**src/rtl/cpu_step_ctrl.sv**
```systemverilog
// cpu_step_ctrl: turns the divider's slow square wave (run mode) or a
// debounced step push-button (step mode) into single-cycle CPU clock-enable
// pulses, and counts the pulses for the debug display.
module cpu_step_ctrl #(
  parameter int DEB_CYCLES = 1000000,
  parameter int CNT_W      = 16
) (
  input  logic             clk_in,
  input  logic             reset,
  input  logic             slow_clk,
  input  logic             btn_step,
  input  logic             mode_run,
  output logic             cpu_en,
  output logic [CNT_W-1:0] step_count,
  output logic             running
);

  localparam int             DW      = $clog2(DEB_CYCLES);
  localparam logic [DW-1:0]  DEB_MAX = DW'(DEB_CYCLES - 1);

  typedef enum logic [1:0] {
    IDLE,
    PRESS_WAIT,
    HELD,
    RELEASE_WAIT
  } deb_state_t;

  // Bit order in the synchronizer vectors: {mode, btn, slow}
  logic [2:0]    sync1, sync2;
  logic          slow_s, btn_s, mode_s;
  logic          slow_prev, slow_tick;
  deb_state_t    state, state_nxt;
  logic [DW-1:0] deb_cnt, deb_cnt_nxt;
  logic          press_tick;
  logic          en_nxt;

  assign slow_s = sync2[0];
  assign btn_s  = sync2[1];
  assign mode_s = sync2[2];

  // Two-flop synchronizers for the three asynchronous inputs
  always_ff @(posedge clk_in) begin
    if (reset) begin
      sync1 <= '0;
      sync2 <= '0;
    end else begin
      sync1 <= {mode_run, btn_step, slow_clk};
      sync2 <= sync1;
    end
  end

  // Rising-edge history of the synchronized slow clock
  always_ff @(posedge clk_in) begin
    if (reset) slow_prev <= 1'b0;
    else       slow_prev <= slow_s;
  end

  assign slow_tick = slow_s & ~slow_prev;

  // Debounce state register
  always_ff @(posedge clk_in) begin
    if (reset) begin
      state   <= IDLE;
      deb_cnt <= '0;
    end else begin
      state   <= state_nxt;
      deb_cnt <= deb_cnt_nxt;
    end
  end

  // Debounce next-state: a press must stay high DEB_CYCLES cycles in
  // PRESS_WAIT to fire once; a release must stay low as long to re-arm
  always_comb begin
    state_nxt   = state;
    deb_cnt_nxt = deb_cnt;
    press_tick  = 1'b0;
    case (state)
      IDLE: begin
        if (btn_s) begin
          state_nxt   = PRESS_WAIT;
          deb_cnt_nxt = '0;
        end
      end
      PRESS_WAIT: begin
        if (!btn_s) begin
          state_nxt = IDLE;
        end else if (deb_cnt == DEB_MAX) begin
          state_nxt  = HELD;
          press_tick = 1'b1;
        end else begin
          deb_cnt_nxt = deb_cnt + 1'b1;
        end
      end
      HELD: begin
        if (!btn_s) begin
          state_nxt   = RELEASE_WAIT;
          deb_cnt_nxt = '0;
        end
      end
      RELEASE_WAIT: begin
        if (btn_s) begin
          state_nxt = HELD;
        end else if (deb_cnt == DEB_MAX) begin
          state_nxt = IDLE;
        end else begin
          deb_cnt_nxt = deb_cnt + 1'b1;
        end
      end
      default: begin
        state_nxt   = IDLE;
        deb_cnt_nxt = '0;
      end
    endcase
  end

  // Source select uses the current synchronized mode, so nothing is queued
  // across a mode switch; the unselected tick is simply dropped
  assign en_nxt = mode_s ? slow_tick : press_tick;

  // Registered enable, wrapping pulse counter and mode LED
  always_ff @(posedge clk_in) begin
    if (reset) begin
      cpu_en     <= 1'b0;
      step_count <= '0;
      running    <= 1'b0;
    end else begin
      cpu_en  <= en_nxt;
      running <= mode_s;
      if (en_nxt) step_count <= step_count + 1'b1;
    end
  end

endmodule
```
**config.mk**
```make
export PLATFORM = sky130hd
export DESIGN_NAME = cpu_step_ctrl
export DESIGN_NICKNAME = d
export VERILOG_FILES = /design/src/rtl/cpu_step_ctrl.sv
export SDC_FILE = /design/constraint.sdc
export NUM_CORES = 1
export LEC_CHECK = 0
export ABC_AREA = 1
export CAP_MARGIN = 5
export CORE_UTILIZATION = 57
export DETAILED_ROUTE_END_ITERATION = 10
export PLACE_DENSITY = 0.79
export SYNTH_ARGS = -nofsm -noshare
export SYNTH_HDL_FRONTEND = slang
export SYNTH_SLANG_ARGS = --single-unit
```
**constraint.sdc**
```tcl
create_clock -name clk_in -period 1.8 [get_ports clk_in]
set_input_delay 0.36 -clock clk_in [delete_from_list [all_inputs] [get_ports clk_in]]
set_output_delay 0.36 -clock clk_in [all_outputs]
set_load 0.005 [all_outputs]
```
==> out/qor.yml <==
status: "complete, no violations"
finalHoldViolations: 0
powerDensity_nw_per_um2: 620.2
ys_warn_count: 0
track_usage: 0.2585
p_sw_mw: 0.4281
total_power_mw: 1.817
hold_buffers: 0
clk_latency_ps: 310
layout_commonest_cell: "nand2_1"
synth_cells: 373
wl_per_cell_um: 12.20
routed_wl_um: 5504
gp_congestion: 0.9078
crit_path_top_delay_cell: "clkdlybuf4s50_1"
fin_setup_tns_ps: 0
initial_utilization: 0.6063
ios: 23
cp_cell_sequence: "clkdlybuf4s50_1"
drv_slew: 0
nets: 407
core_um2: 4115
ys_types: 26
r2r_slack_ps: 170
synth-seq-cells: 47
crit_required_ps: 1440
drtIter0Drc: 189
drc_errors: 0
path_delay_family: "buffers and inverters"
fin_skew_ps: 10.83
slew-limit-headroom: 0.7250
cts_tree: "yes"
post_cts.repair.setup_buffers: 0
synth_edf_count: 0
die_h_um: 68.16
via_count: 2358
arrival_ps: 1310
rsz0062_at_grt: "no"
cts.sink_count: 47
cts.clk_slew.worst_paths_ps: 100
grt_max_degree: 36
rr_startpoint: "deb_cnt[13]"
synth_top_cell_area_share: 0.3771
port_buffers: 22
seqPwrFrac: 0.579
layout_common_cells: "105 x nand2_1, 62 x nor2_1, 45 x dfxtp_1, 34 x inv_1, 32 x a21oi_1"
syn_area_um2: 2495
grt_pass1_wl_um: 9121
crit_start: "step_count[10]"
first_pass_iters: 4
power_frac_comb: 0.039
fin_crit_sh: 0.9270
min-delay-start: "sync1[2]"
synth.yosys.seq_area_share: 0.3771
worst-path-buf-inv: 1
antenna_cells: 0
cpPeakStageDelay_ps: 550
die-area_um2: 4646
cts_buffers: 5
area_growth_syn_to_layout_pct: 17.40
dpl.hpwl_um: 3831
maxCapViolCount: 0
r2r_cells: 8
switching_share: 0.2357
clock-root-buffer: "clkbuf_8"
hp-class: "reg2reg"
die_w_um: 68.16
min_path_cells: 2
hold_end: "sync2[2]"
tightestPinTransition_ps: 412.1
cts_buffer_depth: 2
clock.fmax_mhz: 599.3
ir_worst_vdd_mv: 0.4983
p_leak_nw: 1.014
synthTopCellsByArea: "dfxtp_1 38%, nand2_1 16%, nor2_1 9.3%"
fp-row-count: 23
antenna_found_initial: 0
grt_pass1_vias: 2080
drive_above_1_share: 0.08479
synth_top_cell_by_area: "dfxtp_1"
r2r_end: "step_count[1]"
post-route-min-period_ps: 1669
start_kind: "flop"
async_reset_ff_frac: 0
worstSetupEndpointType: "output port"
ys.flop_type: "dfxtp_1"
intPower_mw: 1.389
p_clk_frac: 0.381
setup_viol: 0
cts_htree_levels: 2
cp_max_fo: 6
crit_type: "reg2out"
ant_nets: 0
synth_nets: 380
synth_area_per_cell_um2: 6.689
overflow: 0
viasPerCell: 5.228
cell type report:
cell class,instances,area [um2]
fill,374,1186
multi-input combinational,278,1373
timing repair inverter,1,7.507
tap,50,62.56
clock inverter,2,16.27
sequential,47,943.4
inverter,38,146.4
clock buffer,6,82.58
timing repair buffer,29,297.8
power groups by stage:
| stage | Combinational [mW] | Sequential [mW] | Clock, mW |
|---|---|---|---|
| floorplan | 0.0429 | 1.08 | 0 |
| global placement | 0.0696 | 1.08 | 0 |
| detailed placement | 0.0705 | 1.08 | 0 |
| CTS | 0.0706 | 1.05 | 0.700 |
| global route | 0.0790 | 1.05 | 0.735 |
| finish | 0.0716 | 1.05 | 0.692 |
state kept, by name (all words and copies together), names as in the netlist, named ones only:
register / count
step_count: 16
cpu_en: 1
slow_prev: 1
sync2: 3
running: 1
deb_cnt: 20
state: 1
sync1: 3
worst max path at each step:
stage | end | slack (ps) | depth (start not counted)
floorplan | step_count[1] | 280 | 9
global placement | step_count[1] | 230 | 8
detailed placement | step_count[3] | 120 | 8
CTS | deb_cnt[5] | 100 | 8
global route | step_count[7] | 50 | 1
finish | step_count[10] | 130 | 1
repair_timing:
| action | 4_1_cts | 5_1_grt |
|---|---|---|
| setup endpoints to repair | 0 | 30 |
| endpoints found under the hold margin | 0 | 0 |
| resized for setup | 0 | 9 |
per-stage QoR:
step	cells	util	instance area (um2)	hold slack (ps)	worst slack, ps
after floorplan	373	-	2495	388.3	279.8
after global placement	442	0.6771	2786	388.6	226.7
after detailed placement	442	0.6771	2786	401.3	123.7
after CTS	450	0.7011	2885	415.1	102.0
after global routing	451	0.7118	2929	425.7	52.94
final	451	0.7118	2929	411.9	131.3
cell families after synthesis:
family,synth area share
and+or+nand+nor,0.3761
buffers and inverters,0.08475
DFF,0.3771
AOI/OAI and AO/OA,0.08224
xor gates and xnor gates,0.06971
adders and majority gates,0.01003
per-layer routing:
layer / global-route usage / share of wire
met5: 0 / 0
met4: 0.08333 / 0.011
met3: 0.05667 / 0.067
met2: 0.4056 / 0.45
met1: 0.3485 / 0.47
Yosys cell counts, types with 3 or more instances:
| library cell | count |
|---|---|
| buf_6 | 4 |
| nand3_1 | 23 |
| nor2_1 | 62 |
| a21oi_1 | 32 |
| inv_1 | 35 |
| nand2_2 | 5 |
| nand4_1 | 12 |
| xor2_1 | 12 |
| xnor2_1 | 6 |
| nor2_2 | 3 |
| nand2_1 | 105 |
| o21ai_0 | 5 |
| dfxtp_1 | 47 |
| clkbuf_1 | 5 |
Note: power is estimated with default switching activity, not from simulation.
